--- src/rtl/hdmi_pattern_gen.sv ---
// rtl/hdmi_pattern_gen.sv - 1080p60 raster timing and RGB test pattern source
module hdmi_pattern_gen #(
    parameter int X_WIDTH = 12,
    parameter int Y_WIDTH = 12,
    parameter int H_TOTAL = 2200,
    parameter int H_SYNC  = 44,
    parameter int H_BP    = 148,
    parameter int H_ACT   = 1920,
    parameter int H_FP    = 88,
    parameter int V_TOTAL = 1125,
    parameter int V_SYNC  = 5,
    parameter int V_BP    = 36,
    parameter int V_ACT   = 1080,
    parameter int V_FP    = 4
) (
    input  logic               clk,
    input  logic               rst_n,
    input  logic               en,
    input  logic [1:0]         pattern_sel,
    output logic               vs_out,
    output logic               hs_out,
    output logic               de_out,
    output logic [7:0]         r_out,
    output logic [7:0]         g_out,
    output logic [7:0]         b_out,
    output logic [X_WIDTH-1:0] x_act,
    output logic [Y_WIDTH-1:0] y_act,
    output logic               frame_start
);

    localparam int BAR_W = H_ACT / 8;

    localparam logic [X_WIDTH-1:0] H_LAST = X_WIDTH'(H_TOTAL - 1);
    localparam logic [X_WIDTH-1:0] HS_END = X_WIDTH'(H_SYNC);
    localparam logic [X_WIDTH-1:0] HA_BEG = X_WIDTH'(H_SYNC + H_BP);
    localparam logic [X_WIDTH-1:0] HA_END = X_WIDTH'(H_SYNC + H_BP + H_ACT);

    localparam logic [Y_WIDTH-1:0] V_LAST = Y_WIDTH'(V_TOTAL - 1);
    localparam logic [Y_WIDTH-1:0] VS_END = Y_WIDTH'(V_SYNC);
    localparam logic [Y_WIDTH-1:0] VA_BEG = Y_WIDTH'(V_SYNC + V_BP);
    localparam logic [Y_WIDTH-1:0] VA_END = Y_WIDTH'(V_SYNC + V_BP + V_ACT);

    if (H_SYNC + H_BP + H_ACT + H_FP != H_TOTAL) begin : g_bad_h
        $error("horizontal timing terms do not sum to H_TOTAL");
    end
    if (V_SYNC + V_BP + V_ACT + V_FP != V_TOTAL) begin : g_bad_v
        $error("vertical timing terms do not sum to V_TOTAL");
    end
    if (H_ACT % 8 != 0) begin : g_bad_bars
        $error("H_ACT must be divisible by 8");
    end

    logic [X_WIDTH-1:0] h_cnt;
    logic [Y_WIDTH-1:0] v_cnt;
    logic [7:0]         frame_cnt;
    logic [1:0]         pat_q;

    logic               frame_top;
    logic               de_d;
    logic [X_WIDTH-1:0] x_d;
    logic [Y_WIDTH-1:0] y_d;
    logic [2:0]         bar_idx;
    logic [23:0]        rgb_d;

    assign frame_top = (h_cnt == '0) && (v_cnt == '0);
    assign de_d      = (h_cnt >= HA_BEG) && (h_cnt < HA_END) &&
                       (v_cnt >= VA_BEG) && (v_cnt < VA_END);
    assign x_d       = h_cnt - HA_BEG;
    assign y_d       = v_cnt - VA_BEG;

    // Bar index by threshold compare rather than a divider by H_ACT/8.
    always_comb begin
        bar_idx = 3'd0;
        for (int k = 1; k < 8; k++) begin
            if (x_d >= X_WIDTH'(k * BAR_W)) begin
                bar_idx = 3'(k);
            end
        end
    end

    always_comb begin
        rgb_d = 24'h000000;
        if (de_d) begin
            case (pat_q)
                2'd0: begin
                    case (bar_idx)
                        3'd0:    rgb_d = 24'hFFFFFF;
                        3'd1:    rgb_d = 24'hFFFF00;
                        3'd2:    rgb_d = 24'h00FFFF;
                        3'd3:    rgb_d = 24'h00FF00;
                        3'd4:    rgb_d = 24'hFF00FF;
                        3'd5:    rgb_d = 24'hFF0000;
                        3'd6:    rgb_d = 24'h0000FF;
                        default: rgb_d = 24'h000000;
                    endcase
                end
                2'd1:    rgb_d = {3{x_d[10:3]}};
                2'd2:    rgb_d = ((x_d[5:0] == 6'd0) || (y_d[5:0] == 6'd0)) ?
                                 24'hFFFFFF : 24'h000000;
                default: rgb_d = {frame_cnt, ~frame_cnt, 8'h80};
            endcase
        end
    end

    always_ff @(posedge clk) begin
        if (!rst_n) begin
            h_cnt       <= '0;
            v_cnt       <= '0;
            frame_cnt   <= 8'd0;
            pat_q       <= 2'd0;
            vs_out      <= 1'b0;
            hs_out      <= 1'b0;
            de_out      <= 1'b0;
            r_out       <= 8'd0;
            g_out       <= 8'd0;
            b_out       <= 8'd0;
            x_act       <= '0;
            y_act       <= '0;
            frame_start <= 1'b0;
        end else if (!en) begin
            // Idle: restart from the top of a frame once enabled again.
            h_cnt       <= '0;
            v_cnt       <= '0;
            vs_out      <= 1'b0;
            hs_out      <= 1'b0;
            de_out      <= 1'b0;
            r_out       <= 8'd0;
            g_out       <= 8'd0;
            b_out       <= 8'd0;
            x_act       <= '0;
            y_act       <= '0;
            frame_start <= 1'b0;
        end else begin
            if (frame_top) begin
                pat_q     <= pattern_sel;
                frame_cnt <= frame_cnt + 8'd1;
            end
            if (h_cnt == H_LAST) begin
                h_cnt <= '0;
                v_cnt <= (v_cnt == V_LAST) ? '0 : v_cnt + 1'b1;
            end else begin
                h_cnt <= h_cnt + 1'b1;
            end
            vs_out      <= v_cnt < VS_END;
            hs_out      <= h_cnt < HS_END;
            de_out      <= de_d;
            r_out       <= rgb_d[23:16];
            g_out       <= rgb_d[15:8];
            b_out       <= rgb_d[7:0];
            x_act       <= de_d ? x_d : '0;
            y_act       <= de_d ? y_d : '0;
            frame_start <= frame_top;
        end
    end

endmodule

--- config.mk ---
export PLATFORM = sky130hd
export DESIGN_NAME = hdmi_pattern_gen
export DESIGN_NICKNAME = d
export VERILOG_FILES = /design/src/rtl/hdmi_pattern_gen.sv
export SDC_FILE = /design/constraint.sdc
export NUM_CORES = 1
export LEC_CHECK = 0
export BUFFER_PORTS_ARGS = -buffer_cell sky130_fd_sc_hd__buf_4
export CAP_MARGIN = 10
export CORE_MARGIN = 3
export CORE_UTILIZATION = 56
export CTS_BUF_LIST = sky130_fd_sc_hd__clkbuf_4 sky130_fd_sc_hd__clkbuf_8
export DETAILED_ROUTE_END_ITERATION = 7
export PLACE_DENSITY_LB_ADDON = 0.12
export SETUP_SLACK_MARGIN = 0.3
export SLEW_MARGIN = 25
export SYNTH_ARGS = -nofsm -noshare
export SYNTH_HDL_FRONTEND = slang
export SYNTH_SLANG_ARGS = --single-unit
--- constraint.sdc ---
create_clock -name clk -period 2.8 [get_ports clk]
set_clock_uncertainty 0.05 [all_clocks]
set_input_delay 0.84 -clock clk [delete_from_list [all_inputs] [get_ports clk]]
set_output_delay 0.84 -clock clk [all_outputs]
set_load 0.005 [all_outputs]
==> metrics.md <==
| Metric | Value |
|---|---|
| Rel. slew slack | `48.8%` |
| Worst-Skew Late Latency | `0.36 ns` |
| ANT nets after route | `0` |
| Clk buf depth | `2` |
| Clk slew on worst S/H paths | `0.09 ns` |
| Layout cells sized above 1 | `24.6%` |
| Die H | `89.8 µm` |
| Worst reg2reg path depth | `8` |
| TritonCTS buffer count | `9` |
| Cell count after synthesis | `456` |
| Tcrit/Tclk final | `89.2%` |
| Post-synth EDFFs | `0` |
| Xor/xnor share of the synthesized area | `8.02%` |
| N_diodes | `0` |
| CP most frequent cell | `buf_4` |
| Buffers on Ports | `56` |
| CTS root buf | `clkbuf_8` |
| Starting density of the core | `59.9%` |
| Compound-gate portion of the synthesized area | `15.2%` |
| Post-synthesis mux area share | `1.78%` |
| CP cell instances | `buf_4 -> a2111oi_0 -> xnor2_1 -> o221ai_1 -> a211oi_1 -> buf_4 -> nor2_4 -> a21oi_1` |
| Worst Setup End Kind | `register` |
| Gpl congestion | `0.906` |
| Seq/Total Area, Yosys | `43.8%` |
| Post-Route WL | `9460 µm` |
| Total gr overflow | `0` |
| Largest family of logic cells by synthesized area | `simple AND/OR/NAND/NOR gates` |
| Via density | `5.76` |
| Final min period | `2.50 ns` |
| RSZ-0062 raised after global routing | `true` |
| Status | `finished, final reports clean` |
| Die width | `89.8 µm` |
| R2R Path End | `r_out[5]` |
| Simple-Gate Fraction of Synth Area | `22.0%` |
| FP Rows | `29` |
| Ys Warns | `0` |
| Max Slew Vio Count | `0` |
| Drt wl/cell | `15.6 µm` |
| Mean Syn Cell Area | `8.63 µm²` |
| IO Pins | `57` |
| Final Hold Viols | `0` |
| Crit. path cell count | `8` |
| Fmax | `400 MHz` |
| Post-synthesis cell area | `3930 µm²` |
| Worst path bufs/invs | `2` |
| All-Layer GR Usage | `22.7%` |
| Cell variety after synth | `57` |
| CTS tree | `built` |
| FF-to-FF setup slack | `0.30 ns` |
| Async S/R FF share, synth | `0%` |
| Initial antenna violation count | `0` |
| Hold buffer count at CTS | `0` |
| Setup TNS | `0 ns` |
| Setup Viol. Count Final | `0` |
| DRT iter0 DRCs | `262` |
| Vias | `3492` |
| Top Family by Delay on Critical Path | `compound AO/OA/AOI/OAI gates` |
| Peak VDD IR | `0.000295 V` |
| Critical path class | `register to register` |
| DRT Pass-1 Iters | `5` |
| Place WS | `0.194 ns` |
| Final HPWL DP | `6480 µm` |
| Layout Nets | `526` |
| Vias in the first global route | `3096` |
| Worst-margin pin slew | `0.767 ns` |
| CP Max Fanout | `7` |
| Core Footprint | `6570 µm²` |
| Worst setup path end | `r_out[5]` |
| Main synth FF type | `dfxtp_1` |
| Die area | `8070 µm²` |
| Synth Register Bits | `86` |
| # DRC | `0` |
| Synth Area in Adders | `4.13%` |
| Slowest-stage cell, CP | `a2111oi_0` |
| Crit start category | `register` |
| Min-delay worst type | `register to register` |
| Crit Reg-Reg Startpoint | `h_cnt[6]` |
| Syn_nets | `474` |
| Leak | `1.97 nW` |
| Final worst-path setup slack | `0.301 ns` |
| Power Density | `488 nW/µm²` |
| Largest net degree at the start of global routing | `31` |
| Slowest stage delay, CP | `0.63 ns` |
| H-Tree Depth | `3` |
| First-pass GRT wire length | `15000 µm` |
| Crit path arrival time | `2.73 ns` |
| Clock Sinks | `86` |
| Area delta synth->final | `23.6%` |
| Crit path from | `h_cnt[6]` |
| Worst path required time | `3.03 ns` |
| Number of max-cap violations | `0` |
[placed cells by master (no fill, tap or decap), types with 2 or more instances in the layout]
| cell type | synthesis | routed |
|---|---|---|
| buf_4 | 0 | 74 |
| xnor2_1 | 20 | 19 |
| nor2_1 | 66 | 65 |
| a2111oi_0 | 2 | 2 |
| mux2i_1 | 7 | 7 |
| nor3_1 | 6 | 4 |
| nor3_2 | 0 | 2 |
| o21a_1 | 2 | 2 |
| xor2_1 | 16 | 16 |
| a211oi_1 | 5 | 4 |
| dfxtp_2 | 0 | 3 |
| a21oi_1 | 25 | 22 |
| bufinv_16 | 0 | 3 |
| nor4b_2 | 0 | 2 |
| a21o_1 | 3 | 3 |
| o221a_2 | 2 | 2 |
| nor2b_1 | 3 | 3 |
| nand2b_1 | 3 | 3 |
| a21oi_2 | 0 | 3 |
| nand2_1 | 40 | 39 |
| nand3_1 | 9 | 8 |
| and3_1 | 4 | 4 |
| clkbuf_8 | 0 | 9 |
| dfxtp_1 | 86 | 82 |
| a221oi_1 | 7 | 5 |
| nand4_1 | 9 | 9 |
| o21ai_0 | 15 | 15 |
| ha_1 | 13 | 12 |
| a22oi_1 | 8 | 8 |
| and2_1 | 5 | 5 |
| or3_1 | 6 | 6 |
| a31oi_1 | 4 | 3 |
| clkinvlp_4 | 0 | 4 |
| inv_1 | 15 | 14 |
| nand4b_1 | 2 | 2 |
| or4_1 | 4 | 4 |
| nor4_1 | 5 | 4 |
| a221oi_2 | 0 | 2 |
| o21bai_1 | 2 | 2 |
[cells by family (layout without fill, tap and decap cells)]
| group | Yosys count | in the layout |
|---|---|---|
| buf+inv | 50 | 107 |
| xor+xnor | 36 | 36 |
| fa+ha+maj | 13 | 13 |
| compound gates | 88 | 88 |
| flops | 86 | 86 |
| mux | 7 | 7 |
| simple gates | 176 | 176 |
[stage by stage]
stage	total power [W]	utilization, %	std cells	area, µm²	hold WS [ns]
6_report	0.00237	74.0	606	4860	0.422
5_1_grt	0.00244	74.0	606	4860	0.447
4_1_cts	0.00238	72.1	603	4740	0.420
3_5_place_dp	0.00135	67.8	586	4450	0.394
3_3_place_gp	0.00135	67.8	586	4450	0.392
2_1_floorplan	0.00132	-	456	3940	0.403
[timing repair]
action                     CTS  global route
setup endpoints to repair   25            35
pin swaps                    3             8
setup buffers                1             3
gates resized for setup      7            24
[worst min-delay path by stage]
stage / startpoint / to / slack (ns) / cells past startpoint
after floorplan: h_cnt[0] / h_cnt[0] / 0.40 / 1
after global placement: v_cnt[0] / y_act[0] / 0.39 / 1
after detailed placement: v_cnt[0] / y_act[0] / 0.39 / 1
after CTS: v_cnt[0] / y_act[0] / 0.42 / 1
after global routing: v_cnt[0] / y_act[0] / 0.45 / 1
final: v_cnt[0] / y_act[0] / 0.42 / 1
[Yosys cell counts (2+ instances only)]
| cell | count | area [µm²] |
|---|---|---|
| buf_2 | 4 | 20.0 |
| nand3_1 | 9 | 45.0 |
| nor3_1 | 6 | 30.0 |
| o221ai_1 | 2 | 17.5 |
| nand2_1 | 40 | 150 |
| nor2_1 | 66 | 248 |
| a2111oi_0 | 2 | 17.5 |
| and3_1 | 4 | 25.0 |
| a221oi_1 | 7 | 61.3 |
| nand4_1 | 9 | 56.3 |
| buf_1 | 4 | 15.0 |
| xnor2_1 | 20 | 175 |
| o21bai_1 | 2 | 15.0 |
| or3b_2 | 2 | 17.5 |
| and2_1 | 5 | 31.3 |
| o21ai_0 | 15 | 75.1 |
| a31oi_1 | 4 | 25.0 |
| o311ai_0 | 2 | 17.5 |
| nor4b_1 | 3 | 26.3 |
| xor2_1 | 16 | 140 |
| inv_1 | 15 | 56.3 |
| or3_1 | 6 | 37.5 |
| ha_1 | 13 | 163 |
| o21a_1 | 2 | 15.0 |
| a22oi_1 | 8 | 60.1 |
| a21oi_1 | 25 | 125 |
| o221a_2 | 2 | 22.5 |
| a211oi_1 | 5 | 37.5 |
| or4_1 | 4 | 30.0 |
| nor4_1 | 5 | 31.3 |
| nand2b_1 | 3 | 18.8 |
| mux2i_1 | 7 | 70.1 |
| nor2b_1 | 3 | 18.8 |
| nand4b_1 | 2 | 17.5 |
| a21o_1 | 3 | 22.5 |
| dfxtp_1 | 86 | 1720 |
| clkbuf_1 | 25 | 93.8 |
[power by group]
part           switching, W  internal, W  leakage, nW  total (W)
Combinational     0.0000489    0.0000313         1.16  0.0000801
Sequential        0.0000158      0.00123        0.696    0.00125
Clock              0.000452     0.000595        0.112    0.00105
[routing by layer]
layer / part of all wire [%] / track usage [%]
met4: 2.4 / 9.71
met3: 6.9 / 4.09
met2: 47 / 35.2
met5: 0 / 0
met1: 44 / 31.1
[sequential cells by signal (all words and copies together), names as in the netlist, 2 cells and up]
register	flops
r_out	8
g_out	8
y_act	12
pat_q	2
frame_cnt	8
x_act	12
v_cnt	12
b_out	8
h_cnt	12
[worst reg2reg max path, cell delays in order, from the launching register on]
cell       delay [ns]
dfxtp_4          0.38
buf_4            0.16
a2111oi_0        0.63
xnor2_1          0.33
o221ai_1         0.26
a211oi_1         0.22
buf_4            0.17
nor2_4           0.05
a21oi_1          0.17
[final cells by class]
type                            instances  area [µm²]
Sequential cell                        86        1730
Tap cell                               93         116
Fill cell                             502        1710
Timing Repair Buffer                   75         571
Multi-Input combinational cell        320        2140
Inverter                               16        63.8
Clock inverter                          7         121
Clock buffer                            9         124
No activity file was read; power rests on OpenSTA's default activity.
